File: src/rtl/lever_pkg.sv
// Shared types and helpers for the lever-and-platform controller.
//   pos_width(n)  : bits needed to hold an index in [0, n-1], never below 1
//   plat_off_t    : platform displacement in pixels (10 bits)
//   PLAT_STEP_PX  : pixels the platform travels per frame tick
package lever_pkg;

    typedef logic [9:0] plat_off_t;

    localparam int PLAT_STEP_PX = 1;

    function automatic int pos_width(input int n);
        return (n <= 2) ? 1 : $clog2(n);
    endfunction

endpackage

File: src/rtl/push_edge_det.sv
// Per-bit rising-edge detector for push request levels.
// Ports:
//   Clk    in   system clock
//   Reset  in   asynchronous active-high reset (clears history)
//   level  in   W request levels
//   rise   out  W one-cycle event flags (level high, history low)
module push_edge_det #(
    parameter int W = 2
) (
    input  logic         Clk,
    input  logic         Reset,
    input  logic [W-1:0] level,
    output logic [W-1:0] rise
);

    logic [W-1:0] history_reg;

    generate
        for (genvar gi = 0; gi < W; gi++) begin : g_bit
            always_ff @(posedge Clk or posedge Reset) begin
                if (Reset) begin
                    history_reg[gi] <= 1'b0;
                end else begin
                    history_reg[gi] <= level[gi];
                end
            end

            // History clears to 0, so a level high on the first cycle
            // after reset counts as a fresh press.
            assign rise[gi] = level[gi] & ~history_reg[gi];
        end
    endgenerate

endmodule

File: src/rtl/lever_platform_ctrl.sv
// N-position lever pushed by several players, driving a sliding platform.
// Ports:
//   Clk           in   system clock
//   Reset         in   asynchronous active-high reset
//   frame_tick    in   one-cycle pulse per video frame
//   push_left     in   NUM_PLAYERS levels, request index +1
//   push_right    in   NUM_PLAYERS levels, request index -1
//   lever_pos     out  current lever index (0 = rightmost)
//   lever_onehot  out  one-hot decode of lever_pos
//   end_stop      out  per player: pushing against an end stop
//   plat_offset   out  platform displacement in pixels
//   plat_moving   out  platform not yet at its target
//   plat_down     out  lever fully left and platform settled
module lever_platform_ctrl
    import lever_pkg::*;
#(
    parameter int NUM_POS        = 3,
    parameter int NUM_PLAYERS    = 2,
    parameter int COOLDOWN       = 8,
    parameter int TRAVEL_PER_POS = 24,
    localparam int POS_W         = pos_width(NUM_POS)
) (
    input  logic                   Clk,
    input  logic                   Reset,
    input  logic                   frame_tick,
    input  logic [NUM_PLAYERS-1:0] push_left,
    input  logic [NUM_PLAYERS-1:0] push_right,
    output logic [POS_W-1:0]       lever_pos,
    output logic [NUM_POS-1:0]     lever_onehot,
    output logic [NUM_PLAYERS-1:0] end_stop,
    output logic [9:0]             plat_offset,
    output logic                   plat_moving,
    output logic                   plat_down
);

    localparam int CD_W = pos_width(COOLDOWN + 1);
    localparam logic [POS_W-1:0] POS_MAX = POS_W'(NUM_POS - 1);

    logic [NUM_PLAYERS-1:0] left_rise;
    logic [NUM_PLAYERS-1:0] right_rise;

    logic [POS_W-1:0]       lever_pos_reg;
    logic [CD_W-1:0]        cooldown_reg;
    logic [NUM_PLAYERS-1:0] end_stop_reg;
    logic [NUM_PLAYERS-1:0] end_stop_next;
    plat_off_t              plat_offset_reg;
    plat_off_t              target;

    logic step_up;
    logic step_dn;
    logic accept_up;
    logic accept_dn;
    logic cooldown_idle;

    push_edge_det #(.W(NUM_PLAYERS)) u_left_edge (
        .Clk   (Clk),
        .Reset (Reset),
        .level (push_left),
        .rise  (left_rise)
    );

    push_edge_det #(.W(NUM_PLAYERS)) u_right_edge (
        .Clk   (Clk),
        .Reset (Reset),
        .level (push_right),
        .rise  (right_rise)
    );

    // Opposing events in the same cycle cancel each other out.
    assign step_up       = (|left_rise) & ~(|right_rise);
    assign step_dn       = (|right_rise) & ~(|left_rise);
    assign cooldown_idle = (cooldown_reg == '0);
    assign accept_up     = step_up & cooldown_idle & (lever_pos_reg != POS_MAX);
    assign accept_dn     = step_dn & cooldown_idle & (lever_pos_reg != '0);

    always_ff @(posedge Clk or posedge Reset) begin
        if (Reset) begin
            lever_pos_reg <= '0;
            cooldown_reg  <= '0;
        end else begin
            if (accept_up) begin
                lever_pos_reg <= lever_pos_reg + POS_W'(1);
            end else if (accept_dn) begin
                lever_pos_reg <= lever_pos_reg - POS_W'(1);
            end

            // A fresh load wins over a coincident frame decrement.
            if (accept_up || accept_dn) begin
                cooldown_reg <= CD_W'(COOLDOWN);
            end else if (frame_tick && !cooldown_idle) begin
                cooldown_reg <= cooldown_reg - CD_W'(1);
            end
        end
    end

    // End stops are pure level checks against the current index; the
    // cooldown does not affect them.
    generate
        for (genvar gi = 0; gi < NUM_PLAYERS; gi++) begin : g_stop
            assign end_stop_next[gi] = (push_left[gi]  && (lever_pos_reg == POS_MAX)) ||
                                       (push_right[gi] && (lever_pos_reg == '0));
        end
    endgenerate

    always_ff @(posedge Clk or posedge Reset) begin
        if (Reset) begin
            end_stop_reg <= '0;
        end else begin
            end_stop_reg <= end_stop_next;
        end
    end

    // Target follows the registered lever index, so a tick coinciding with
    // a lever move still steps toward the old target.
    assign target = plat_off_t'(int'(lever_pos_reg) * TRAVEL_PER_POS);

    always_ff @(posedge Clk or posedge Reset) begin
        if (Reset) begin
            plat_offset_reg <= '0;
        end else if (frame_tick) begin
            if (plat_offset_reg < target) begin
                plat_offset_reg <= plat_offset_reg + plat_off_t'(PLAT_STEP_PX);
            end else if (plat_offset_reg > target) begin
                plat_offset_reg <= plat_offset_reg - plat_off_t'(PLAT_STEP_PX);
            end
        end
    end

    generate
        for (genvar gi = 0; gi < NUM_POS; gi++) begin : g_onehot
            assign lever_onehot[gi] = (lever_pos_reg == POS_W'(gi));
        end
    endgenerate

    assign lever_pos   = lever_pos_reg;
    assign end_stop    = end_stop_reg;
    assign plat_offset = plat_offset_reg;
    assign plat_moving = (plat_offset_reg != target);
    assign plat_down   = (lever_pos_reg == POS_MAX) && (plat_offset_reg == target);

endmodule

File: config.mk
export PLATFORM = sky130hd
export DESIGN_NAME = lever_platform_ctrl
export DESIGN_NICKNAME = d
export VERILOG_FILES = /design/src/rtl/lever_pkg.sv /design/src/rtl/push_edge_det.sv /design/src/rtl/lever_platform_ctrl.sv
export SDC_FILE = /design/constraint.sdc
export NUM_CORES = 1
export LEC_CHECK = 0
export CAP_MARGIN = 25
export CORE_ASPECT_RATIO = 1.75
export CORE_UTILIZATION = 45
export CTS_CLUSTER_SIZE = 20
export DETAILED_ROUTE_END_ITERATION = 16
export PLACE_DENSITY = 0.7
export SLEW_MARGIN = 10
export SYNTH_ARGS = -nofsm -noshare
export SYNTH_HDL_FRONTEND = slang
export SYNTH_HIERARCHICAL = 1
export SYNTH_SLANG_ARGS = --single-unit
File: constraint.sdc
create_clock -name Clk -period 5.4 [get_ports Clk]
set_input_delay 0.81 -clock Clk [delete_from_list [all_inputs] [get_ports Clk]]
set_output_delay 0.81 -clock Clk [all_outputs]
set_load 0.05 [all_outputs]
---- Yosys cells after proc, flatten, opt, wreduce, memory -nomap -nowiden ----
Index checks and enable logic that the tools add are counted.
cells by class
  $add $sub $neg .......................... 5
  multiply operators ...................... 1
  $lt $le $gt $ge ......................... 2
  equality and inequality tests ........... 5
  mux-type cells .......................... 6
  bitwise operators ....................... 16
  reduce and logical (&&, ||, !) cells .... 19
operators with widths
  operator                                             number
  two-way mux 10 bit                                   2
  adder 10 x 1 -> 10 bit, second input constant        1
  AND 1 bit                                            10
  equality test 10 x 7 -> 1 bit                        1
  > comparator 10 x 7 -> 1 bit                         1
  < comparator 10 x 7 -> 1 bit                         1
  inequality test 10 x 7 -> 1 bit                      1
  subtractor 10 x 1 -> 10 bit, second input constant   1
  two-way mux 4 bit                                    2
  nonzero test 2 bit                                   4
  logical AND 1 bit                                    6
  inverter 1 bit                                       6
  zero test 4 bit                                      1
  multiplier 2 x 2 -> 4 bit, second input constant     1
  two-way mux 2 bit                                    2
  OR reduction 2 bit                                   2
  subtractor 4 x 1 -> 4 bit, second input constant     1
  logical OR 1 bit                                     3
  adder 2 x 1 -> 2 bit, second input constant          1
  equality test 2 x 1 -> 1 bit, second input constant  1
  equality test 2 bit, second input constant           1
  zero test 2 bit                                      1
  inequality test 2 bit, second input constant         1
  AND reduction 2 bit                                  1
  2 further kinds                                      2
word-level totals
  bits in registers ....................... 22
  output and inout bits ................... 19
  word-level logic and storage cells ...... 62

---- Longest topological paths before layout ----
  word-level depth ........................ 9
  depth in mapped cells ................... 14
  depth with buffers taken out ............ 14

---- Cells and area by module ----
Netlist, hierarchy kept.
modules (own cells, without submodules)
  module               instances  cells each  area an instance (sq um)  sequential area each (sq um)
  lever_platform_ctrl  1          134         1,322.5                   450.4
  push_edge_det        2          5           81.3                      50.0

---- Worst setup path after synthesis ----
Ideal clock, no wire load.
  path type ............................... flip-flop to output port
  start point ............................. register lever_pos_reg[0], in the netlist lever_pos[0]
  end point ............................... output port plat_down
  data arrival time ....................... 3,011 ps
  slack ................................... 1,579 ps
  stages on the path, launching flop included .. 8
  path buffers ............................ 0
  path through ............................ dfrtp_1 > inv_1 > ha_1 > inv_1 > ha_1 > nand4b_1 > or3_1 > nor2_1
on the way
  cells in the longest elaborated chain, start to end .. 3
  elaborated cells between the ends (all ways) .. 4
  classes of those cells .................. mul: 1; eq/ne: 2; reduce/logical: 1
RTL lines
  what                           line                        source
  from (decl)                    lever_platform_ctrl.sv:42   logic [POS_W-1:0] lever_pos_reg;
  from (signal assigned)         lever_platform_ctrl.sv:82   lever_pos_reg <= lever_pos_reg + POS_W'(1);
  from (signal assigned)         lever_platform_ctrl.sv:84   lever_pos_reg <= lever_pos_reg - POS_W'(1);
  multiplier 2 x 2 -> 4 bit      lever_platform_ctrl.sv:115  assign target = plat_off_t'(int'(lever_pos_reg) * TRAVEL_PER_POS);
  equality test 10 x 7 -> 1 bit  lever_platform_ctrl.sv:139  assign plat_down = (lever_pos_reg == POS_MAX) && (plat_offset_reg == target);
  logical AND 1 bit *            lever_platform_ctrl.sv:139
  to (decl)                      lever_platform_ctrl.sv:33   output logic plat_down
Every way passes the cells marked *; elsewhere a longest branch is shown, timed or not.

---- Worst setup path in the final report ----
  start point ............................. register lever_pos_reg[1], in the netlist lever_pos[1]
  end point ............................... output port plat_down
The elaborated chain is that of the path after synthesis.

==> run summary <==
====================================================================================================
Number of antenna violations at the first check in global routing                                  0
Number of buffers created by CTS                                                                   3
Cells traversed along the worst timing path                                             inv_1 > ha_1 > inv_1 > ha_1 > nand4b_1 > or3_1 > nor2_1 > clkdlybuf4s50_1
Unique masters post-synth                                                                         42
Worst-path maximum fanout                                                                          7
Number of storage elements in the synthesis netlist                                               22
Total Routed Length                                                                          3260 µm
Relative area change from synthesis to final layout                                            24.8%
Critical-path cell with the highest stage delay                                         sky130_fd_sc_hd__clkdlybuf4s50_1
GRT overflow                                                                                       0
Starting density of the core                                                                   0.473
Number of routed nets with antenna violations                                                      0
Flip-flop cell with the highest count after synthesis                                   sky130_fd_sc_hd__dfrtp_1
Average detailed-routed wire length per instance                                             15.2 µm
Number of inserted filler cells in the final layout                                              269
Horizontal die dimension                                                                     45.4 µm
Count of nets after finishing                                                                    198
Minimum clock period                                                                         3790 ps
Levels on crit path                                                                                8
Vias per cell                                                                                   5.45
Top cells by area, synth                                                                sky130_fd_sc_hd__dfrtp_1 37%, sky130_fd_sc_hd__ha_1 15%, sky130_fd_sc_hd__xnor2_1 4.7%
Area leader, netlist                                                                    sky130_fd_sc_hd__dfrtp_1
Count of warnings emitted by yosys                                                                 6
Number of remaining DRC errors                                                                     0
Pin count of the biggest net entering global routing                                              19
Top cell type's share of synthesized area                                                      0.371
Number of buffer cells added on primary ports                                                     25
Multi-input combinational cell area                                                          867 µm²
Per-instance average area after synthesis                                                   10.3 µm²
Dpl hpwl                                                                                     2580 µm
Critical path launch point type                                                            flip-flop
Fraction of the yosys area taken by sequential cells                                           0.371
Setup_tns                                                                                       0 ps
Clock-pin slew reported for the worst setup and hold paths after clock tree synthesis          80 ps
Mapped Cells                                                                                     144
Starting DRC count in detailed routing                                                            13
RSZ-0062 raised after global routing                                                              no
Crit path largest cell delay                                                                  810 ps
Count of boundary I/O pins                                                                        26
Flip-flop count of the largest register after layout                                              10
Clock tree from TritonCTS                                                                      built
Post-CTS setup buffer count                                                                        0
Class of the worst hold path                                                                 reg2reg
Share of post-route cells with drive strength above 1                                         0.0819
Syn Std Cell Area                                                                           1490 µm²
Cell at the root of the clock tree                                                      sky130_fd_sc_hd__clkbuf_8
Xor/xnor share of the synthesized area                                                        0.0590
Synth top cells by count                                                                22 x sky130_fd_sc_hd__dfrtp_1, 18 x sky130_fd_sc_hd__ha_1, 16 x sky130_fd_sc_hd__inv_1
Share of synthesized cell area in full adder, half adder and majority cells                    0.165
Setup Viol. Count Final                                                                            0
Slew at the pin with the worst max-slew slack                                                 710 ps
Clock skew                                                                                   4.32 ps
Core Footprint                                                                              3140 µm²
Global placer's final weighted congestion                                                      0.877
Number of nets in the synthesized netlist                                                        170
Die area                                                                                    3540 µm²
Final core utilization                                                                         0.590
Worst hold path stage count                                                                        1
Final Hold Viols                                                                                   0
Outcome                                                                                    completed
Period utilization                                                                             0.702
Crit path setup slack, layout                                                                1610 ps
Total routing usage reported by global routing                                                 0.214
Pre-antenna DRT Iters                                                                              4
Worst Path Buf+Inv                                                                                 3
Share of flip-flops with an asynchronous set or reset after synthesis                           1.00
Number of clock sinks                                                                             22
Total of cells resized after clock tree synthesis                                                  0
Number of hold-repair buffers added at the cts stage                                               0
Post-synth EDFFs                                                                                   0
Worst EP arrival                                                                             2980 ps
Via count of the first global-routing pass                                                     1,267
CTS max path bufs                                                                                  2
Synthesized-area fraction occupied by and/or/nand/nor cells                                    0.176
Portion of netlist area occupied by mux cells                                                 0.0438
Max-slew violation total from the final report                                                     0
Worst setup EP type                                                                       output pin
First-pass GRT wire length                                                                   5390 µm
Y dimension of the die                                                                       78.0 µm
Antenna diode count                                                                                0
Family of cells with the greatest summed delay on the critical path                     buffers and inverters
Setup slack at placement                                                                     1760 ps
Data required time at the worst endpoint                                                     4590 ps
Number of cell rows                                                                               27
Main combinational cell family by area after synthesis                                  simple AND/OR/NAND/NOR gates
Clock latency of the later-clocked register in the worst-skew pair                            270 ps
Max-capacitance violation count                                                                    0
Worst slew slack as a fraction of its limit                                                    0.526
Dominant cell by count in the synthesized netlist                                       sky130_fd_sc_hd__dfrtp_1
Peak Freq                                                                                    264 MHz
Depth of the worst register-to-register path                                                      14
Maximum level of the CTS H-tree                                                                    1
Synthesized-area fraction occupied by ao, oa, aoi and oai cells                                0.140
Number of vias in the routed layout                                                            1,166
Class of the most critical setup path                                                        reg2out
Storage element area                                                                         551 µm²
====================================================================================================
-- layout by cell type, fill, tap and decap left out, drive strengths merged, types with 2 or more instances in the layout --
cell / n
nor2b: 5
clkdlybuf4s50: 25
nor3: 4
clkbuf: 3
nand2: 4
a31oi: 2
mux2: 4
nand4b: 2
o21a: 2
xor2: 2
mux2i: 2
a21oi: 10
o21ai: 7
nor2: 8
dfrtp: 22
nand3: 2
a22o: 2
or3: 4
inv: 16
xnor2: 8
ha: 18
-- cells by family (layout without fill, tap and decap cells) --
| kind of cell | count (synthesis) | after routing |
|---|---|---|
| XOR/XNOR | 10 | 10 |
| AO/OA/AOI/OAI | 32 | 32 |
| buffers and inverters | 18 | 45 |
| multiplexers | 6 | 6 |
| flip-flops | 22 | 22 |
| AND/OR/NAND/NOR | 37 | 37 |
| adder cells (fa/ha/maj) | 19 | 19 |
-- path summary, 6_finish.rpt --
path / from / end / slack [ps]
max: lever_pos[1] / plat_down / 1610
min: cooldown_reg[2] / cooldown_reg[2] / 510
max reg2reg: lever_pos[1] / plat_offset[6] / 1750
min reg2reg: cooldown_reg[2] / cooldown_reg[2] / 510
max in group asynchronous: Reset / cooldown_reg[0] / 3940
min in group asynchronous: Reset / u_left_edge/history_reg[0] / 740
-- routing by layer --
metal  part of all wire  track usage  vias to the layer above  wire, µm
met4              0.038        0.145                        0       125
met3              0.037       0.0302                       11       121
met5                  0            0                        -         0
met2               0.54        0.381                       42      1760
li1                   -            -                      561         -
met1               0.38        0.207                      552      1250
-- stage by stage --
step / hold slack [ps] / area [µm²] / std cells
2_1_floorplan: 468 / 1490 / 144
3_3_place_gp: 492 / 1780 / 210
3_5_place_dp: 494 / 1780 / 210
4_1_cts: 514 / 1850 / 214
5_1_grt: 535 / 1850 / 214
6_report: 510 / 1850 / 214
-- layout make-up --
| cell class | count | share of cell area |
|---|---|---|
| clock inverter | 1 | 0.0162 |
| timing repair buffer | 25 | 0.135 |
| sequential | 22 | 0.297 |
| inverter | 16 | 0.0324 |
| tap | 43 | 0.0290 |
| multi-input combinational | 104 | 0.468 |
| clock buffer | 3 | 0.0223 |
Power is left out: the tool's default activity adds up to more than one toggle a clock period on the data nets, which glitch-free logic cannot reach.
